`src/rtl/lui_addi_fuse_ctrl_pkg.sv`:
```
// Shared definitions for the LUI+ADDI fusion controller.
//   - RISC-V major opcodes used by the decode and fusion logic
//   - ImmSrc encodings (immediate class driven onto ImmSrcD)
//   - fusion FSM state type
//   - extend_imm32: the core's extend unit, producing the 32-bit
//     sign-correct immediate for a given class (callers sign-extend to XLEN)
package lui_addi_fuse_ctrl_pkg;

  localparam logic [6:0] OP_IMM    = 7'b0010011;
  localparam logic [6:0] OP_LOAD   = 7'b0000011;
  localparam logic [6:0] OP_JALR   = 7'b1100111;
  localparam logic [6:0] OP_IMM32  = 7'b0011011;
  localparam logic [6:0] OP_STORE  = 7'b0100011;
  localparam logic [6:0] OP_BRANCH = 7'b1100011;
  localparam logic [6:0] OP_JAL    = 7'b1101111;
  localparam logic [6:0] OP_LUI    = 7'b0110111;
  localparam logic [6:0] OP_AUIPC  = 7'b0010111;
  localparam logic [6:0] OP_AMO    = 7'b0101111;

  localparam logic [2:0] IMM_I     = 3'b000;
  localparam logic [2:0] IMM_S     = 3'b001;
  localparam logic [2:0] IMM_B     = 3'b010;
  localparam logic [2:0] IMM_J     = 3'b011;
  localparam logic [2:0] IMM_U     = 3'b100;
  localparam logic [2:0] IMM_ZERO  = 3'b101;
  localparam logic [2:0] IMM_FUSED = 3'b110;
  localparam logic [2:0] IMM_NONE  = 3'b111;

  typedef enum logic {
    FUSE_IDLE = 1'b0,
    FUSE_HOLD = 1'b1
  } fuse_state_e;

  // Every RV immediate fits in 32 bits when sign-extended, so the extend
  // unit works at 32 bits and the caller widens with a signed cast.
  function automatic logic [31:0] extend_imm32(input logic [31:0] instr,
                                               input logic [2:0]  immsrc);
    logic [31:0] imm;
    case (immsrc)
      IMM_I:   imm = {{20{instr[31]}}, instr[31:20]};
      IMM_S:   imm = {{20{instr[31]}}, instr[31:25], instr[11:7]};
      IMM_B:   imm = {{19{instr[31]}}, instr[31], instr[7], instr[30:25],
                      instr[11:8], 1'b0};
      IMM_J:   imm = {{11{instr[31]}}, instr[31], instr[19:12], instr[20],
                      instr[30:21], 1'b0};
      IMM_U:   imm = {instr[31:12], 12'b0};
      default: imm = 32'b0;
    endcase
    return imm;
  endfunction

endpackage

```
`src/rtl/lui_addi_fuse_ctrl_imm_class_decode.sv`:
```
// imm_class_decode: maps a major opcode to its immediate class.
// Purely combinational.
//   op     in  7  instruction opcode field [6:0]
//   immsrc out 3  immediate class (IMM_* encodings)
module imm_class_decode
  import lui_addi_fuse_ctrl_pkg::*;
(
  input  logic [6:0] op,
  output logic [2:0] immsrc
);

  always_comb begin
    immsrc = IMM_NONE;
    case (op)
      OP_IMM, OP_LOAD, OP_JALR, OP_IMM32: immsrc = IMM_I;
      OP_STORE:                           immsrc = IMM_S;
      OP_BRANCH:                          immsrc = IMM_B;
      OP_JAL:                             immsrc = IMM_J;
      OP_LUI, OP_AUIPC:                   immsrc = IMM_U;
      OP_AMO:                             immsrc = IMM_ZERO;
      default:                            immsrc = IMM_NONE;
    endcase
  end

endmodule

```
`src/rtl/lui_addi_fuse_ctrl.sv`:
```
// lui_addi_fuse_ctrl: decode-stage LUI+ADDI macro-op fusion.
// A LUI (rd != 0) is held for up to HOLD_TIMEOUT idle cycles; if the next
// instruction is ADDI rd,rd,imm on the same rd, a single fused slot with the
// full XLEN constant is issued. Otherwise instructions issue unfused.
//   clk          in   1     clock
//   reset_n      in   1     asynchronous active-low reset
//   FlushD       in   1     flush held LUI and output slot (beats stall)
//   StallD       in   1     freeze all state and output registers
//   InstrValidF  in   1     fetch instruction valid
//   InstrF       in   32    fetch instruction
//   InstrReadyF  out  1     instruction consumed when valid & ready
//   InstrValidD  out  1     decode slot valid
//   InstrD       out  32    issued instruction (ADDI word when fused)
//   ImmSrcD      out  3     immediate class, 3'b110 = fused
//   ImmExtD      out  XLEN  extended immediate
//   FusedD       out  1     slot carries a fused op
module lui_addi_fuse_ctrl
  import lui_addi_fuse_ctrl_pkg::*;
#(
  parameter int XLEN         = 64,
  parameter int HOLD_TIMEOUT = 4
) (
  input  logic            clk,
  input  logic            reset_n,
  input  logic            FlushD,
  input  logic            StallD,
  input  logic            InstrValidF,
  input  logic [31:0]     InstrF,
  output logic            InstrReadyF,
  output logic            InstrValidD,
  output logic [31:0]     InstrD,
  output logic [2:0]      ImmSrcD,
  output logic [XLEN-1:0] ImmExtD,
  output logic            FusedD
);

  localparam int CNT_W = $clog2(HOLD_TIMEOUT + 1);
  localparam logic [CNT_W-1:0] CNT_LAST = CNT_W'(HOLD_TIMEOUT - 1);

  fuse_state_e      state_reg, state_next;
  logic [31:0]      hold_instr_reg, hold_instr_next;
  logic [CNT_W-1:0] cnt_reg, cnt_next;

  logic             valid_reg, valid_next;
  logic [31:0]      instr_reg, instr_next;
  logic [2:0]       immsrc_reg, immsrc_next;
  logic [XLEN-1:0]  immext_reg, immext_next;
  logic             fused_reg, fused_next;

  logic             is_hold;
  logic             match;
  logic             lui_capture;
  logic [31:0]      issue_instr;
  logic [2:0]       issue_immsrc;
  logic signed [31:0] issue_imm32;
  logic signed [31:0] lui_imm32;
  logic signed [31:0] addi_imm32;
  logic [XLEN-1:0]  issue_immext;
  logic [XLEN-1:0]  fused_immext;

  assign is_hold = (state_reg == FUSE_HOLD);

  assign match = (InstrF[6:0] == OP_IMM) && (InstrF[14:12] == 3'b000) &&
                 (InstrF[11:7] == hold_instr_reg[11:7]) &&
                 (InstrF[19:15] == hold_instr_reg[11:7]) &&
                 (hold_instr_reg[11:7] != 5'd0);

  // A non-matching instruction in HOLD is refused so the held LUI can be
  // issued first; the fetch side re-presents it next cycle. During a flush
  // the presented instruction is consumed and dropped.
  assign InstrReadyF = FlushD | (~StallD & ~(is_hold & InstrValidF & ~match));

  assign lui_capture = (InstrF[6:0] == OP_LUI) && (InstrF[11:7] != 5'd0);

  // Unfused issue always comes from the held LUI when in HOLD, else from fetch,
  // so a single decoder/extend path serves both.
  assign issue_instr = is_hold ? hold_instr_reg : InstrF;

  imm_class_decode u_imm_class_decode (
    .op     (issue_instr[6:0]),
    .immsrc (issue_immsrc)
  );

  assign issue_imm32  = extend_imm32(issue_instr, issue_immsrc);
  assign issue_immext = XLEN'(issue_imm32);

  // Both halves are sign-extended to XLEN before the add so RV64 keeps the
  // upper bits of the constant instead of wrapping at 32 bits.
  assign lui_imm32    = {hold_instr_reg[31:12], 12'b0};
  assign addi_imm32   = {{20{InstrF[31]}}, InstrF[31:20]};
  assign fused_immext = XLEN'(lui_imm32) + XLEN'(addi_imm32);

  always_comb begin
    state_next      = state_reg;
    hold_instr_next = hold_instr_reg;
    cnt_next        = cnt_reg;
    valid_next      = valid_reg;
    instr_next      = instr_reg;
    immsrc_next     = immsrc_reg;
    immext_next     = immext_reg;
    fused_next      = fused_reg;

    if (FlushD) begin
      state_next = FUSE_IDLE;
      cnt_next   = '0;
      valid_next = 1'b0;
      fused_next = 1'b0;
    end else if (!StallD) begin
      valid_next = 1'b0;
      case (state_reg)
        FUSE_IDLE: begin
          if (InstrValidF) begin
            if (lui_capture) begin
              hold_instr_next = InstrF;
              cnt_next        = '0;
              state_next      = FUSE_HOLD;
            end else begin
              valid_next  = 1'b1;
              instr_next  = issue_instr;
              immsrc_next = issue_immsrc;
              immext_next = issue_immext;
              fused_next  = 1'b0;
            end
          end
        end
        FUSE_HOLD: begin
          if (InstrValidF && match) begin
            valid_next  = 1'b1;
            instr_next  = InstrF;
            immsrc_next = IMM_FUSED;
            immext_next = fused_immext;
            fused_next  = 1'b1;
            cnt_next    = '0;
            state_next  = FUSE_IDLE;
          end else if (InstrValidF || (cnt_reg == CNT_LAST)) begin
            valid_next  = 1'b1;
            instr_next  = issue_instr;
            immsrc_next = issue_immsrc;
            immext_next = issue_immext;
            fused_next  = 1'b0;
            cnt_next    = '0;
            state_next  = FUSE_IDLE;
          end else begin
            cnt_next = cnt_reg + CNT_W'(1);
          end
        end
        default: state_next = FUSE_IDLE;
      endcase
    end
  end

  always_ff @(posedge clk or negedge reset_n) begin
    if (!reset_n) begin
      state_reg      <= FUSE_IDLE;
      hold_instr_reg <= '0;
      cnt_reg        <= '0;
      valid_reg      <= 1'b0;
      instr_reg      <= '0;
      immsrc_reg     <= IMM_NONE;
      immext_reg     <= '0;
      fused_reg      <= 1'b0;
    end else begin
      state_reg      <= state_next;
      hold_instr_reg <= hold_instr_next;
      cnt_reg        <= cnt_next;
      valid_reg      <= valid_next;
      instr_reg      <= instr_next;
      immsrc_reg     <= immsrc_next;
      immext_reg     <= immext_next;
      fused_reg      <= fused_next;
    end
  end

  assign InstrValidD = valid_reg;
  assign InstrD      = instr_reg;
  assign ImmSrcD     = immsrc_reg;
  assign ImmExtD     = immext_reg;
  assign FusedD      = fused_reg;

endmodule

```
`config.mk`:
```
export PLATFORM = sky130hd
export DESIGN_NAME = lui_addi_fuse_ctrl
export DESIGN_NICKNAME = d
export VERILOG_FILES = /design/src/rtl/lui_addi_fuse_ctrl_pkg.sv /design/src/rtl/lui_addi_fuse_ctrl_imm_class_decode.sv /design/src/rtl/lui_addi_fuse_ctrl.sv
export SDC_FILE = /design/constraint.sdc
export NUM_CORES = 1
export LEC_CHECK = 0
export ABC_AREA = 1
export CELL_PAD_IN_SITES_DETAIL_PLACEMENT = 0
export CELL_PAD_IN_SITES_GLOBAL_PLACEMENT = 2
export CORE_MARGIN = 10
export CORE_UTILIZATION = 29
export CTS_CLUSTER_SIZE = 40
export DETAILED_ROUTE_END_ITERATION = 8
export HOLD_SLACK_MARGIN = 0.08
export PLACE_DENSITY_LB_ADDON = 0.1
export SLEW_MARGIN = 0
export SYNTH_ARGS = -nofsm -noshare
export SYNTH_HDL_FRONTEND = slang
export SYNTH_SLANG_ARGS = --single-unit
```
`constraint.sdc`:
```
create_clock -name clk -period 2.26 [get_ports clk]
set_input_delay 0.678 -clock clk [delete_from_list [all_inputs] [get_ports clk]]
set_output_delay 0.678 -clock clk [all_outputs]
set_load 0.03 [all_outputs]
```
==> results.json <==
{
  "status": "finished with violations",
  "violations": "negative setup slack",
  "synth_edf_count": 0,
  "drc": 0,
  "path_clk_slew_ns": 0.08,
  "timing.fmax_mhz": 426,
  "cp.required_ns": 1.58,
  "num_rows": 58,
  "clock_path_buffers": 2,
  "die_width_um": 181,
  "pwr-share-clk": 0.300,
  "ys_seq_area_frac": 0.354,
  "nets": 1435,
  "syn_area_per_cell_um2": 6.75,
  "rsz0062_at_grt": "true",
  "startpoint_type": "input pin",
  "worst_pin_slew_ns": 0.647,
  "diodes": 0,
  "yosysTopAreaCell": "dfrtp_1",
  "switching_share": 0.344,
  "async_flop_share": 1.00,
  "arrival_ns": 1.67,
  "regArea_mm2": 0.00266,
  "htreeDepth": 3,
  "largest_register_ffs": 33,
  "p_sw_w": 0.00185,
  "cp_top_family": "buffers and inverters",
  "worstSetupPathType": "input pin to output port",
  "fillers": 2665,
  "max-slew-margin-rel": 0.568,
  "p_int_w": 0.00353,
  "wire_per_inst_um": 16.7,
  "crit_fanout": 3,
  "cts_num_sinks": 106,
  "clock_skew_ns": 0.0176,
  "leakage_nw": 5.73,
  "critPathSlowestCell": "clkdlybuf4s50_1",
  "drv_slew": 0,
  "combPwrFrac": 0.295,
  "path_buf_inv": 3,
  "postRouteAntennaNets": 0,
  "place_area_mm2": 0.0102,
  "final_util": 0.432,
  "synth_seq_cells": 106,
  "port_buffers": 138,
  "yosys-top-cells-count": "nand2_1 (407), inv_1 (118), dfrtp_1 (103)",
  "antenna_found_initial": 0,
  "pin_count": 139,
  "drive_gt1_frac": 0.271,
  "fin_crit_sh": 1.04,
  "post-dp-hpwl_um": 22100,
  "die_area_mm2": 0.0327,
  "viasPerCell": 4.52,
  "dp_slack_ns": -0.709,
  "ctsHoldBuffers": 0,
  "wl_um": 28500,
  "seqPwrFrac": 0.406,
  "synth.most_common_cell": "nand2_1",
  "worst_setup_path_end_kind": "output port",
  "layout_setup_ws_ns": -0.0898,
  "vdd_ir_drop_max_uv": 342,
  "cts_tree": "yes",
  "cp-startpoint": "StallD",
  "grt-ovfl-total": 0,
  "coreArea_mm2": 0.0253,
  "final_area_mm2": 0.0109,
  "setup_viol": 1,
  "synthTopCellsByArea": "dfrtp_1 (34%), nand2_1 (20%), inv_1 (5.9%), nand3_1 (5.5%), o21ai_0 (5.5%)",
  "die_h_um": 181,
  "yosysUniqueCellTypes": 43,
  "min_period_ns": 2.35,
  "place_congestion": 0.808,
  "r2r_start": "hold_instr_reg[7]",
  "hold_viol": 0,
  "area_growth_pct": 45.7,
  "dr_total_vias": 7727,
  "cts_root_buf": "clkbuf_16",
  "synth_nets": 1172,
  "multi_input_area_mm2": 0.00416,
  "cpPeakStageDelay_ns": 0.55,
  "clk_latency_ns": 0.37,
  "cp_cell_sequence": "clkdlybuf4s50_1 > inv_1 > nor2_1 > a21oi_2 > buf_6",
  "synth_ff_type": "dfrtp_1",
  "p_per_area_mw_per_mm2": 492,
  "grt_first_pass_wirelength_um": 44400,
  "syn_area_mm2": 0.00750,
  "first_pass_iters": 5,
  "synthCells": 1112,
  "cts_made_buffers": 9,
  "gr-usage-all-layers": 0.168,
  "maxCapViolations": 0,
  "drt_iter0_markers": 438,
  "hp-class": "input pin to async pin",
  "yosysTopAreaCellShare": 0.343,
  "grt_pass1_vias": 7898,
  "yosys_warnings": 0,
  "grt_max_degree": 51,
  "initial_core_util": 0.296
}
what timing repair did:
item	4_1_cts	5_1_grt
pin swaps	22	15
gates cloned	1	5
endpoints found under the setup margin	68	49
buffers inserted	11	4
gates resized for setup	90	66
power by group through the flow:
stage / logic [W] / registers (W) / clock network, W
global route: 0.00172 / 0.00220 / 0.00175
detailed placement: 0.00159 / 0.00222 / 0
global placement: 0.00159 / 0.00222 / 0
floorplan: 0.000526 / 0.00249 / 0
CTS: 0.00160 / 0.00218 / 0.00166
finish: 0.00158 / 0.00218 / 0.00161
cells by family (layout without fill, tap and decap cells):
kind of cell	count (synthesis)	count (layout)	share of synthesized area
xor+xnor	5	5	0.00584
buf+inv	196	463	0.124
simple gates	623	623	0.360
flops	106	106	0.354
fa+ha+maj	23	23	0.0393
mux	1	1	0.00133
compound gates	158	158	0.116
layout make-up:
type | count | area share
sequential | 106 | 0.243
clock inverter | 5 | 0.00435
clock buffer | 10 | 0.0218
tap | 330 | 0.0377
timing repair buffer | 324 | 0.268
multi-input combinational | 810 | 0.380
inverter | 124 | 0.0439
path summary, 6_finish.rpt:
check                      cells past startpoint  slack, ns                end
max in group asynchronous                      2       1.27         ImmSrcD[1]
min in group clk                               2       0.47  hold_instr_reg[1]
hold reg to reg                                2       0.47  hold_instr_reg[1]
hold / removal                                 1       0.33        ImmExtD[21]
setup reg to reg                              14       0.02         InstrD[30]
setup / recovery                               5      -0.09        InstrReadyF
metal layers:
layer,wire length [µm],GRT usage,vias to the layer above
li1,-,-,4011
met1,13000,0.210,3559
met2,14200,0.296,139
met3,987,0.0298,18
met4,274,0.0325,0
met5,0,0,-
layout by cell type, fill, tap and decap left out, drive strengths merged, types with 3 or more instances in the layout:
cell type | Yosys | final
o31ai | 4 | 4
inv | 124 | 125
nand4 | 14 | 14
a21boi | 11 | 11
o21ai | 91 | 91
clkdlybuf4s50 | 0 | 79
buf | 59 | 223
clkinv | 0 | 3
clkdlybuf4s15 | 0 | 8
clkbuf | 13 | 17
dfstp | 3 | 3
nand3 | 83 | 83
dfrtp | 103 | 103
ha | 22 | 22
dlygate4sd2 | 0 | 6
or2 | 15 | 15
nor2 | 71 | 71
nand3b | 5 | 5
nand2 | 429 | 429
xor2 | 4 | 4
a21oi | 47 | 47
nor3 | 3 | 3
through the flow:
stage / total power [W] / TNS [ns] / hold slack (ns) / instances
5_1_grt: 0.00567 / -1.27 / 0.362 / 1709
3_3_place_gp: 0.00381 / -38.85 / 0.447 / 1673
4_1_cts: 0.00544 / -0.118 / 0.357 / 1700
3_5_place_dp: 0.00381 / -39.98 / 0.451 / 1673
2_1_floorplan: 0.00302 / 0 / 0.382 / 1112
6_report: 0.00538 / -0.0898 / 0.334 / 1709
worst reg2reg max path, delay by kind of cell (launching register included):
kind | cells | cell delay, ns
buf+inv | 7 | 0.92
simple gates | 6 | 0.61
flops | 1 | 0.45
compound gates | 1 | 0.16
Note: power is estimated with default switching activity, not from simulation.
